`config.mk`:
```
export PLATFORM = sky130hd
export DESIGN_NAME = sb_tx_wrapper
export DESIGN_NICKNAME = d
export VERILOG_FILES = /design/src/rtl/sb_pkg.sv /design/src/rtl/sb_msg_encoder.sv /design/src/rtl/sb_tx_wrapper.sv
export SDC_FILE = /design/constraint.sdc
export NUM_CORES = 1
export LEC_CHECK = 0
export BUFFER_PORTS_ARGS = -buffer_cell sky130_fd_sc_hd__buf_2
export CORE_ASPECT_RATIO = 1.5
export CORE_MARGIN = 4
export CORE_UTILIZATION = 58
export CTS_CLUSTER_SIZE = 10
export DETAILED_ROUTE_END_ITERATION = 16
export GPL_TIMING_DRIVEN = 0
export PLACE_DENSITY_LB_ADDON = 0.05
export SETUP_SLACK_MARGIN = 0.3
export SLEW_MARGIN = 20
export SYNTH_ARGS = -nofsm -noshare
export SYNTH_HDL_FRONTEND = slang
export SYNTH_SLANG_ARGS = --single-unit
export TNS_END_PERCENT = 100
```
`constraint.sdc`:
```
create_clock -name i_clk -period 3.2 [get_ports i_clk]
set_input_delay 0.32 -clock i_clk [delete_from_list [all_inputs] [get_ports i_clk]]
set_output_delay 0.32 -clock i_clk [all_outputs]
set_load 0.01 [all_outputs]
```
`src/rtl/sb_pkg.sv`:
```
// Shared types and constants for the UCIe sideband transmit front-end.
// Holds LTSM state/sub-state encodings, per-state message numbers, sideband
// opcodes, the SBINIT clock pattern, the header word layout and a helper
// that assembles a header word with its parity bits.
package sb_pkg;

   typedef enum logic [2:0] {
      LtReset, LtSbinit, LtMbinit, LtMbtrain, LtLinkinit, LtActive, LtPhyretrain, LtTrainerror
   } ltsm_state_e;

   typedef enum logic [3:0] {
      SubParam, SubCal, SubRepairclk, SubRepairval, SubReversalmb, SubRepairmb
   } mbinit_sub_e;

   typedef enum logic [3:0] {
      SbinitDoneReq = 4'd1, SbinitDoneResp = 4'd2, SbinitOutOfReset = 4'd3
   } sbinit_msg_e;

   typedef enum logic [3:0] {
      MbinitReq = 4'd1, MbinitResp = 4'd2
   } mbinit_msg_e;

   typedef enum logic [2:0] {
      StIdle, StPattern, StPatternTail, StHeader, StData, StWaitRsp
   } tx_state_e;

   localparam logic [4:0]  OpMsgNoData = 5'b10010;
   localparam logic [4:0]  OpMsgData   = 5'b11011;
   localparam logic [63:0] ClkPattern  = 64'hAAAA_AAAA_AAAA_AAAA;

   typedef struct packed {
      logic        dp;
      logic        cp;
      logic [2:0]  rsvd_61_59;
      logic [2:0]  dstid;
      logic [7:0]  msgsubcode;
      logic [15:0] msginfo;
      logic [1:0]  rsvd_31_30;
      logic [2:0]  srcid;
      logic [4:0]  rsvd_26_22;
      logic [7:0]  msgcode;
      logic [8:0]  rsvd_13_5;
      logic [4:0]  opcode;
   } sb_hdr_t;

   // CP covers bits [61:0]; DP is the parity of the data word (0 when none).
   function automatic logic [63:0] build_hdr(input logic        with_data,
                                             input logic [7:0]  msgcode,
                                             input logic [7:0]  subcode,
                                             input logic [15:0] info,
                                             input logic [2:0]  srcid,
                                             input logic [2:0]  dstid,
                                             input logic        dp);
      sb_hdr_t     h;
      logic [63:0] w;
      h            = '0;
      h.opcode     = with_data ? OpMsgData : OpMsgNoData;
      h.msgcode    = msgcode;
      h.srcid      = srcid;
      h.msginfo    = info;
      h.msgsubcode = subcode;
      h.dstid      = dstid;
      w            = h;
      h.cp         = ^w[61:0];
      h.dp         = with_data & dp;
      return h;
   endfunction

endpackage

```
`src/rtl/sb_msg_encoder.sv`:
```
// Combinational message lookup: LTSM state/sub-state/msg_no or RDI fields ->
// msgcode, subcode, has_data, is_req, valid. An RDI request overrides the table.
// Optional feature macro: SB_TX_POINT_SWEEP_EN (MBTRAIN point/sweep test request).
// Ports: i_state, i_sub_state, i_msg_no, i_rdi_msg, i_rdi_msg_code, i_rdi_msg_sub_code,
//        i_tx_point_sweep_test_en, i_tx_point_sweep_test in; o_msgcode, o_subcode,
//        o_has_data, o_is_req, o_valid out.
module sb_msg_encoder
   import sb_pkg::*;
(
   input  logic [2:0] i_state,
   input  logic [3:0] i_sub_state,
   input  logic [3:0] i_msg_no,
   input  logic       i_rdi_msg,
   input  logic [1:0] i_rdi_msg_code,
   input  logic [3:0] i_rdi_msg_sub_code,
   input  logic       i_tx_point_sweep_test_en,
   input  logic [1:0] i_tx_point_sweep_test,
   output logic [7:0] o_msgcode,
   output logic [7:0] o_subcode,
   output logic       o_has_data,
   output logic       o_is_req,
   output logic       o_valid
);

   logic [3:0] half_up;
   logic [3:0] half_dn;

   assign half_up = (i_msg_no + 4'd1) >> 1;
   assign half_dn = i_msg_no >> 1;

`ifndef SB_TX_POINT_SWEEP_EN
   logic unused_pt;
   assign unused_pt = ^{i_tx_point_sweep_test_en, i_tx_point_sweep_test};
`endif

   always_comb begin
      o_msgcode  = 8'h00;
      o_subcode  = 8'h00;
      o_has_data = 1'b0;
      o_is_req   = 1'b0;
      o_valid    = 1'b0;
      if (i_rdi_msg) begin
         o_valid   = 1'b1;
         o_msgcode = {6'b000001, i_rdi_msg_code};
         o_subcode = {4'h0, i_rdi_msg_sub_code};
      end else begin
         case (i_state)
            LtSbinit: begin
               case (i_msg_no)
                  SbinitOutOfReset: begin
                     o_valid = 1'b1; o_msgcode = 8'h91; o_subcode = 8'h00;
                  end
                  SbinitDoneReq: begin
                     o_valid = 1'b1; o_msgcode = 8'h95; o_subcode = 8'h01; o_is_req = 1'b1;
                  end
                  SbinitDoneResp: begin
                     o_valid = 1'b1; o_msgcode = 8'h9A; o_subcode = 8'h01;
                  end
                  default: ;
               endcase
            end
            LtMbinit: begin
               case (i_sub_state)
                  SubParam, SubCal: begin
                     // PARAM carries a config data word; CAL uses subcode 02.
                     o_has_data = (i_sub_state == SubParam);
                     o_subcode  = (i_sub_state == SubParam) ? 8'h00 : 8'h02;
                     if (i_msg_no == MbinitReq) begin
                        o_valid = 1'b1; o_msgcode = 8'hA5; o_is_req = 1'b1;
                     end else if (i_msg_no == MbinitResp) begin
                        o_valid = 1'b1; o_msgcode = 8'hAA;
                     end
                  end
                  SubRepairclk: begin
                     if (i_msg_no >= 4'd1 && i_msg_no <= 4'd6) begin
                        o_valid = 1'b1;
                        if (i_msg_no[0]) begin
                           o_msgcode = 8'hA5;
                           o_subcode = 8'h02 + {4'h0, half_up};
                           o_is_req  = 1'b1;
                        end else begin
                           o_msgcode = 8'hAA;
                           o_subcode = 8'h02 + {4'h0, half_dn};
                        end
                     end
                  end
                  default: ;
               endcase
            end
`ifdef SB_TX_POINT_SWEEP_EN
            LtMbtrain: begin
               if (i_tx_point_sweep_test_en) begin
                  o_valid   = 1'b1;
                  o_msgcode = 8'h85;
                  o_subcode = 8'h01 + {6'h00, i_tx_point_sweep_test};
                  o_is_req  = 1'b1;
               end
            end
`endif
            default: ;
         endcase
      end
   end

endmodule

```
`src/rtl/sb_tx_wrapper.sv`:
```
// UCIe sideband transmit front-end. Sends the SBINIT clock pattern (with a
// tail of PATTERN_EXTRA words after partner detection and a timeout), encodes
// LTSM/RDI requests into header (+ optional data) words, and waits for the
// response to request messages. A word advances on each i_ser_done.
// Optional feature macro: SB_TX_POINT_SWEEP_EN (see sb_msg_encoder).
// Ports: i_clk, i_rst (sync, active-high); pattern control i_start_pattern_req,
//        i_rx_sb_pattern_samp_done; LTSM msg i_msg_*, i_data_*, i_state, i_sub_state;
//        RDI i_rdi_*; point/sweep i_tx_point_sweep_*; i_rx_sb_rsp_delivered,
//        i_ser_done, i_stop_cnt; outputs o_start_pattern_done, o_time_out,
//        o_tx_data_out, o_busy.
module sb_tx_wrapper
   import sb_pkg::*;
#(
   parameter int unsigned TIMEOUT_CYCLES = 800,
   parameter int unsigned PATTERN_EXTRA  = 4,
   parameter logic [2:0]  SRCID          = 3'b010,
   parameter logic [2:0]  DSTID          = 3'b110
) (
   input  logic        i_clk,
   input  logic        i_rst,
   input  logic        i_start_pattern_req,
   input  logic        i_rx_sb_pattern_samp_done,
   input  logic        i_msg_valid,
   input  logic [3:0]  i_msg_no,
   input  logic [2:0]  i_msg_info,
   input  logic        i_data_valid,
   input  logic [15:0] i_data_bus,
   input  logic [2:0]  i_state,
   input  logic [3:0]  i_sub_state,
   input  logic        i_rdi_msg,
   input  logic [1:0]  i_rdi_msg_code,
   input  logic [3:0]  i_rdi_msg_sub_code,
   input  logic [1:0]  i_rdi_msg_info,
   input  logic        i_tx_point_sweep_test_en,
   input  logic [1:0]  i_tx_point_sweep_test,
   input  logic        i_rx_sb_rsp_delivered,
   input  logic        i_ser_done,
   input  logic        i_stop_cnt,
   output logic        o_start_pattern_done,
   output logic        o_time_out,
   output logic [63:0] o_tx_data_out,
   output logic        o_busy
);

   localparam int unsigned CntW = $clog2(TIMEOUT_CYCLES + 1);
   localparam int unsigned ExtW = (PATTERN_EXTRA > 0) ? $clog2(PATTERN_EXTRA + 1) : 1;
   localparam logic [CntW-1:0] CntLast = CntW'(TIMEOUT_CYCLES - 1);
   localparam logic [ExtW-1:0] ExtLast = ExtW'(PATTERN_EXTRA);

   tx_state_e       state_q, state_d;
   logic [63:0]     data_out_q, data_out_d;
   logic [CntW-1:0] to_cnt_q, to_cnt_d;
   logic [ExtW-1:0] ext_cnt_q, ext_cnt_d;
   logic            pat_done_q, pat_done_d;
   logic            time_out_q, time_out_d;
   logic            msg_valid_q, msg_valid_d;
   logic [3:0]      msg_no_q, msg_no_d;
   logic            rdi_q, rdi_d;
   logic            with_data_q, with_data_d;
   logic            is_req_q, is_req_d;
   logic [15:0]     data_word_q, data_word_d;

   logic [7:0]  enc_msgcode, enc_subcode;
   logic        enc_has_data, enc_is_req, enc_valid;
   logic        req_new, with_data_new;
   logic [15:0] info_new;
   logic [63:0] hdr_word;

   sb_msg_encoder u_enc (
      .i_state                  (i_state),
      .i_sub_state              (i_sub_state),
      .i_msg_no                 (i_msg_no),
      .i_rdi_msg                (i_rdi_msg),
      .i_rdi_msg_code           (i_rdi_msg_code),
      .i_rdi_msg_sub_code       (i_rdi_msg_sub_code),
      .i_tx_point_sweep_test_en (i_tx_point_sweep_test_en),
      .i_tx_point_sweep_test    (i_tx_point_sweep_test),
      .o_msgcode                (enc_msgcode),
      .o_subcode                (enc_subcode),
      .o_has_data               (enc_has_data),
      .o_is_req                 (enc_is_req),
      .o_valid                  (enc_valid)
   );

   // New request: RDI rising edge, or LTSM valid rising / msg_no change while
   // no RDI request is present (RDI wins when both are high).
   assign req_new = (i_rdi_msg & ~rdi_q) |
                    (~i_rdi_msg & i_msg_valid & (~msg_valid_q | (i_msg_no != msg_no_q)));
   assign with_data_new = ~i_rdi_msg & (enc_has_data | i_data_valid);
   assign info_new = i_rdi_msg ? {14'h0, i_rdi_msg_info} : {13'h0, i_msg_info};
   assign hdr_word = build_hdr(with_data_new, enc_msgcode, enc_subcode, info_new,
                               SRCID, DSTID, ^i_data_bus);

   always_comb begin
      state_d     = state_q;
      data_out_d  = data_out_q;
      to_cnt_d    = '0;
      ext_cnt_d   = ext_cnt_q;
      pat_done_d  = 1'b0;
      time_out_d  = 1'b0;
      msg_valid_d = i_msg_valid;
      msg_no_d    = i_msg_no;
      rdi_d       = i_rdi_msg;
      with_data_d = with_data_q;
      is_req_d    = is_req_q;
      data_word_d = data_word_q;
      unique case (state_q)
         StIdle: begin
            data_out_d = '0;
            if (i_start_pattern_req) begin
               state_d    = StPattern;
               data_out_d = ClkPattern;
            end else if (req_new && enc_valid) begin
               state_d     = StHeader;
               data_out_d  = hdr_word;
               with_data_d = with_data_new;
               is_req_d    = ~i_rdi_msg & enc_is_req;
               data_word_d = i_data_bus;
            end
         end
         StPattern: begin
            if (i_ser_done) data_out_d = ClkPattern;
            if (i_rx_sb_pattern_samp_done) begin
               state_d   = StPatternTail;
               ext_cnt_d = '0;
            end else if (i_stop_cnt) begin
               to_cnt_d = '0;
            end else if (to_cnt_q == CntLast) begin
               time_out_d = 1'b1;
               state_d    = StIdle;
               data_out_d = '0;
            end else begin
               to_cnt_d = to_cnt_q + 1'b1;
            end
         end
         StPatternTail: begin
            if (i_ser_done) begin
               if (ext_cnt_q == ExtLast) begin
                  pat_done_d = 1'b1;
                  state_d    = StIdle;
                  data_out_d = '0;
               end else begin
                  ext_cnt_d  = ext_cnt_q + 1'b1;
                  data_out_d = ClkPattern;
               end
            end
         end
         StHeader, StData: begin
            if (i_ser_done) begin
               if (state_q == StHeader && with_data_q) begin
                  state_d    = StData;
                  data_out_d = {48'h0, data_word_q};
               end else if (is_req_q) begin
                  state_d = StWaitRsp;
               end else begin
                  state_d    = StIdle;
                  data_out_d = '0;
               end
            end
         end
         StWaitRsp: begin
            if (i_rx_sb_rsp_delivered) begin
               state_d    = StIdle;
               data_out_d = '0;
            end else if (i_stop_cnt) begin
               to_cnt_d = '0;
            end else if (to_cnt_q == CntLast) begin
               time_out_d = 1'b1;
               state_d    = StIdle;
               data_out_d = '0;
            end else begin
               to_cnt_d = to_cnt_q + 1'b1;
            end
         end
         default: begin
            state_d    = StIdle;
            data_out_d = '0;
         end
      endcase
   end

   always_ff @(posedge i_clk) begin
      if (i_rst) begin
         state_q     <= StIdle;
         data_out_q  <= '0;
         to_cnt_q    <= '0;
         ext_cnt_q   <= '0;
         pat_done_q  <= 1'b0;
         time_out_q  <= 1'b0;
         msg_valid_q <= 1'b0;
         msg_no_q    <= '0;
         rdi_q       <= 1'b0;
         with_data_q <= 1'b0;
         is_req_q    <= 1'b0;
         data_word_q <= '0;
      end else begin
         state_q     <= state_d;
         data_out_q  <= data_out_d;
         to_cnt_q    <= to_cnt_d;
         ext_cnt_q   <= ext_cnt_d;
         pat_done_q  <= pat_done_d;
         time_out_q  <= time_out_d;
         msg_valid_q <= msg_valid_d;
         msg_no_q    <= msg_no_d;
         rdi_q       <= rdi_d;
         with_data_q <= with_data_d;
         is_req_q    <= is_req_d;
         data_word_q <= data_word_d;
      end
   end

   assign o_tx_data_out        = data_out_q;
   assign o_busy               = (state_q != StIdle);
   assign o_start_pattern_done = pat_done_q;
   assign o_time_out           = time_out_q;

endmodule

```
# Word-level counts from Yosys, hierarchy flattened
# Cells that the tools add are included.
# W data, S select, Z words.
word_totals:
  reg_bits: 106
  inputBits: 51
  wordCells: 151
op_classes:
  n_addsub: 5
  n_lt_le_gt_ge: 2
  eq_ne: 24
  muxes: 75
  bitwise: 15
  reduce_logical: 18
op_table:
  columns: ["operator", "n"]
  rows:
  - ["$mux W64", 14]
  - ["$pmux W64 S5", 1]
  - ["$pmux W8 S2", 4]
  - ["$reduce_xor A62 Y1", 1]
  - ["$mux W8", 7]
  - ["$mux W3", 15]
  - ["$mux W10", 4]
  - ["$pmux W8 S3", 1]
  - ["$pmux W10 S2", 1]
  - ["$mux W1", 18]
  - ["$reduce_xor A16 Y1", 1]
  - ["$pmux W3 S5", 1]
  - ["$eq A4 B2 Y1 const B", 3]
  - ["$ne A3 B3 Y1 const B", 4]
  - ["$add A10 B1 Y10 const B", 1]
  - ["$eq A10 B10 Y1 const B", 1]
  - ["$ne A2 B2 Y1 const B", 5]
  - ["$pmux W1 S2", 5]
  - ["$eq A3 B2 Y1 const B", 3]
  - ["$eq A3 B3 Y1 const B", 3]
  - ["$add A2 B3 Y4 const A", 2]
  - ["$eq A4 B1 Y1 const B", 2]
  - ["$mux W4", 2]
  - ["$reduce_and A4 Y1", 2]
  - ["20 further kinds", 38]

# Logic depth before layout (Yosys ltp)
logic_depth:
  depth_word: 12
  mapped_depth: 12
  depth_no_buf: 10

# Modules after synthesis
# From an unflattened synthesis, not the netlist that was laid out.
hier_totals:
  cells_unflattened: 520
  hier_area_um2: 4890.9
by_module_without_submodules:
  columns: ["mod", "n_inst", "cells_each", "area_per_inst_um2", "seq_area_each_um2"]
  rows:
  - ["sb_tx_wrapper", 1, 443, 4399.2, 2122.0]
  - ["sb_msg_encoder", 1, 77, 491.7, 0.0]

# Least setup slack after synthesis
# No wires, ideal clock.
synth_path:
  path_kind: "in2reg"
  startpoint: "input port i_msg_no[0]"
  endpoint: "register data_out_q[62] (netlist: o_tx_data_out[62])"
  setup_ns: 0.122
  arrival_ns: 2.164
  slack_ns: 0.914
  cell_stages: 9
  path_buffers: 1
  cell_sequence: "buf_2 -> inv_1 -> ha_1 -> inv_1 -> o32a_4 -> a32o_1 -> a22oi_4 -> xnor3_1 -> a221o_1"
synth_between:
  elab_chain_cells: 11
synth_rtl:
  columns: ["element", "line_no", "rtl"]
  rows:
  - ["start: declaration", "sb_tx_wrapper.sv:24", "input logic [3:0] i_msg_no,"]
  - ["$add A4 B1 Y4", "sb_msg_encoder.sv:28", "assign half_up = (i_msg_no + 4'd1) >> 1;"]
  - ["$add A2 B3 Y4", "sb_msg_encoder.sv:79", "o_subcode = 8'h02 + {4'h0, half_up};"]
  - ["$mux W8", "sb_msg_encoder.sv:77", "if (i_msg_no[0]) begin"]
  - ["$mux W8", "sb_msg_encoder.sv:75", "if (i_msg_no >= 4'd1 && i_msg_no <= 4'd6) begin"]
  - ["$pmux W8 S2", "sb_msg_encoder.sv:63", "case (i_sub_state)"]
  - ["$pmux W8 S2", "sb_msg_encoder.sv:47", "case (i_state)"]
  - ["$mux W8", "sb_msg_encoder.sv:42", "if (i_rdi_msg) begin"]
  - ["$reduce_xor A62 Y1", "sb_pkg.sv:64", "h.cp = ^w[61:0];"]
  - ["$mux W64 (*)", "sb_tx_wrapper.sv:113", "end else if (req_new && enc_valid) begin"]
  - ["$mux W64 (*)", "sb_tx_wrapper.sv:110", "if (i_start_pattern_req) begin"]
  - ["$pmux W64 S5 (*)", "sb_tx_wrapper.sv:107", "unique case (state_q)"]
  - ["end signal: assignment", "sb_tx_wrapper.sv:198", "data_out_q <= data_out_d;"]
  - ["end: declaration", "sb_tx_wrapper.sv:51", "logic [63:0] data_out_q, data_out_d;"]
# Every way passes the cells marked *; elsewhere a longest branch is shown, timed or not.
# A chain may end at the register's enable or synchronous reset.

# Worst setup path after layout
layout_path:
  startpoint: "register to_cnt_q[0]"
  endpoint: "register data_out_q[10] (netlist: o_tx_data_out[10])"
layout_between:
  elab_chain_cells: 5
layout_rtl:
  columns: ["element", "line_no", "rtl"]
  rows:
  - ["start: declaration", "sb_tx_wrapper.sv:52", "logic [CntW-1:0] to_cnt_q, to_cnt_d;"]
  - ["start signal: assignment", "sb_tx_wrapper.sv:199", "to_cnt_q <= to_cnt_d;"]
  - ["$eq A10 B10 Y1 (*)", "sb_tx_wrapper.sv:128, sb_tx_wrapper.sv:167", null]
  - ["$mux W64", "sb_tx_wrapper.sv:128", "end else if (to_cnt_q == CntLast) begin"]
  - ["$mux W64", "sb_tx_wrapper.sv:126", "end else if (i_stop_cnt) begin"]
  - ["$mux W64", "sb_tx_wrapper.sv:123", "if (i_rx_sb_pattern_samp_done) begin"]
  - ["$pmux W64 S5", "sb_tx_wrapper.sv:107", null]
# Marks and branches as above.

==> impl_metrics.tcl <==
set metrics [dict create \
    rsz0062_at_grt "no" \
    start_kind "register" \
    firstDrtPassIters 5 \
    clk_pin_slew_ns 0.07 \
    ys.flop_type "dfxtp_1" \
    clkLatencyLatePin_ns 0.34 \
    drtAntennaViolNets 0 \
    synthCells 554 \
    hold_class "in -> reg" \
    crit_type "reg -> reg" \
    holdBufCountCts 0 \
    hold_violations 0 \
    globalplace.congestion 0.853 \
    crit_fanout 10 \
    cts_num_sinks 106 \
    post_drt_wl_per_cell_um 16.2 \
    cts_buffers 9 \
    setup_viol 0 \
    yosysWarningCount 0 \
    max_slew_margin 0.527 \
    cts_tree "yes" \
    area_growth_pct 19.3 \
    drc 0 \
    ys_seq_area_frac 0.432 \
    drt_iter0_drc 261 \
    fin_ws_ns 0.625 \
    die_w_um 83.2 \
    drive_above_1_share 0.230 \
    grt_pass1_vias 4274 \
    utilization 0.719 \
    critical_path_arrival_ns 2.85 \
    status "completed" \
    clockBufferDepth 2 \
    num_rows 40 \
    maxSlewViolCount 0 \
    pre_cts_ws_ns 0.350 \
    grt_usage 0.248 \
    initial_utilization 0.602 \
    synthArstFlopShare 0 \
    wl_mm 12.7 \
    cts_root_buf "clkbuf_16" \
    vias 4451 \
    grt_pass1_wl_mm 20.5 \
    antenna_found_initial 0 \
    insertedDiodeCount 0 \
    coreArea_um2 8160 \
    synth_area_um2 4910 \
    required_ns 3.48 \
    max_cap_viol_count 0 \
    via_per_inst 5.68 \
    ys_ff_latch 106 \
    total_power_mw 3.95 \
    peakVddDrop_v 0.000468 \
    layout.nets 733 \
    worst_slew_pin_slew_ns 0.707 \
    synth_fp_nets 613 \
    setup_tns_ns 0 \
    port_buffers 109 \
    die_y_um 121 \
    globalRouteOverflowTotal 0 \
    grt_max_degree 18 \
    period_needed_ns 2.58 \
    synth.distinct_cells 65 \
    r2r_slack_ns 0.62 \
    dieArea_um2 10000 \
    ios 118 \
    cp-end-kind "register" \
    p_leak_nw 2.59 \
    ctsResizeCount 0 \
    fmax_ghz 0.388 \
    finalClockSkew_ns 0.00693 \
    post_cts_buffers 0 \
    h-tree-depth 3 \
    fin_crit_sh 0.805 \
    hpwl_mm 9.66 \
    synth-edff-count 0 \
    p_per_area_nw_per_um2 674 \
    syn_avg_cell_area_um2 8.87 \
]
## final timing paths
kind         depth (start not counted)                             end                      startpoint
max                                  9  o_tx_data_out[10]$_SDFFE_PP0P_          to_cnt_q[0]$_SDFF_PP0_
min                                  2          msg_valid_q$_SDFF_PP0_                     i_msg_valid
max reg2reg                          9  o_tx_data_out[10]$_SDFFE_PP0P_          to_cnt_q[0]$_SDFF_PP0_
min reg2reg                          2  o_tx_data_out[45]$_SDFFE_PP0P_  o_tx_data_out[45]$_SDFFE_PP0P_
## per-layer routing
layer	vias to the layer above	GRT usage	share of wire
met1	2155	0.292	0.41
met2	121	0.456	0.53
met5	-	0	0
met4	0	0.0716	0.012
li1	2160	-	-
met3	15	0.0470	0.051
## power breakdown
part,switching [mW],internal (mW)
clock network,0.485,0.533
registers,0.132,1.52
logic,0.756,0.523
total,1.37,2.58
## cell type report
type / count / area, µm²
Tap cell: 105 / 131
Clock buffer: 11 / 233
Clock inverter: 5 / 38.8
Sequential cell: 106 / 2120
Fill cell: 677 / 2290
Timing Repair Buffer: 109 / 546
Inverter: 9 / 33.8
Buffer: 36 / 181
Multi-Input combinational cell: 403 / 2580
## cells in the mapped netlist, types with 2 or more instances
library cell  instances  area, µm²
o31ai_1               2       15.0
a21o_1                4       30.0
nand2_1              56        210
nand4_1               3       18.8
mux2i_1              19        190
buf_1                 2       7.51
a22oi_1               9       67.6
o21ai_1               2       10.0
or2_2                 2       12.5
a21oi_1              44        220
clkbuf_1             22       82.6
ha_1                  8        100
o21ai_0              25        125
nand3b_1              2       15.0
nor2b_1              12       75.1
a22o_1                8       70.1
o211ai_1              7       52.6
o21bai_1              3       22.5
a32oi_1               2       17.5
nor4b_2               3       45.0
nor2_1               59        221
nor3b_1               2       15.0
a2bb2oi_1             4       35.0
buf_2                 7       35.0
a31o_2                5       43.8
xor2_1               14        123
or3b_1                2       17.5
buf_6                 5       56.3
dfxtp_1             106       2120
nand2b_1              3       18.8
a31oi_1               8       50.1
nor3_1                8       40.0
nand3_1              14       70.1
inv_1                 9       33.8
and2_1               19        119
xnor2_1              22        193
or3_1                 4       25.0
## placed cells by master, fill, tap and decap left out, types with 2 or more instances in the layout
cell type  synthesis  routed
nor4b_2            3       3
and2_1            19      19
dfxtp_1          106     106
clkinv_4           0       2
a2bb2oi_1          4       4
buf_6              5       5
nor2_1            59      59
a22o_1             8       8
a22oi_1            9       9
clkbuf_1          22      24
mux2i_1           19      19
or3_1              4       4
buf_2              7     116
a31o_2             5       5
a21o_1             4       4
a31oi_1            8       8
a21oi_1           44      44
xnor2_1           22      22
nor2b_1           12      12
nand3b_1           2       2
nand3_1           14      14
or2_2              2       2
clkbuf_16          0       9
nand2b_1           3       3
a32oi_1            2       2
ha_1               8       8
o211ai_1           7       7
nor3b_1            2       2
buf_1              2       2
o31ai_1            2       2
nand2_1           56      56
o21ai_1            2       2
nor3_1             8       8
xor2_1            14      14
inv_1              9       9
nand4_1            3       3
o21ai_0           25      25
or3b_1             2       2
o21bai_1           3       3
## critical path, cell delays in order (launching register included)
cell and delay (ns):
dfxtp_1 0.33, ha_1 0.24, and4_1 0.25, nand4b_1 0.18
o21a_1 0.34, a21o_1 0.16, buf_2 0.23, clkbuf_1 0.46
a22oi_1 0.18, nor2_1 0.13
## logic make-up (layout without fill, tap and decap cells)
logic type / Yosys count / after routing / share of synthesized area
flip-flops: 106 / 106 / 0.432
buffers and inverters: 45 / 170 / 0.0438
AND/OR/NAND/NOR: 200 / 200 / 0.204
AO/OA/AOI/OAI: 139 / 139 / 0.193
adder cells (fa/ha/maj): 8 / 8 / 0.0204
multiplexers: 19 / 19 / 0.0387
XOR/XNOR: 37 / 37 / 0.0687
## metrics by stage
step / area (µm²) / cells / hold slack [ns]
finish: 5860 / 784 / 0.218
global route: 5860 / 784 / 0.228
CTS: 5860 / 784 / 0.218
detailed placement: 5590 / 768 / 0.440
global placement: 5590 / 768 / 0.437
floorplan: 4910 / 554 / 0.430
## state kept, by name, summed over array words and instances (netlist names)
signal / flops
data_word_q: 16
ext_cnt_q: 3
is_req_q: 1
msg_no_q: 4
msg_valid_q: 1
o_start_pattern_done: 1
o_time_out: 1
o_tx_data_out: 64
rdi_q: 1
state_q: 3
to_cnt_q: 10
with_data_q: 1
Power figures use the tool's default switching activity.
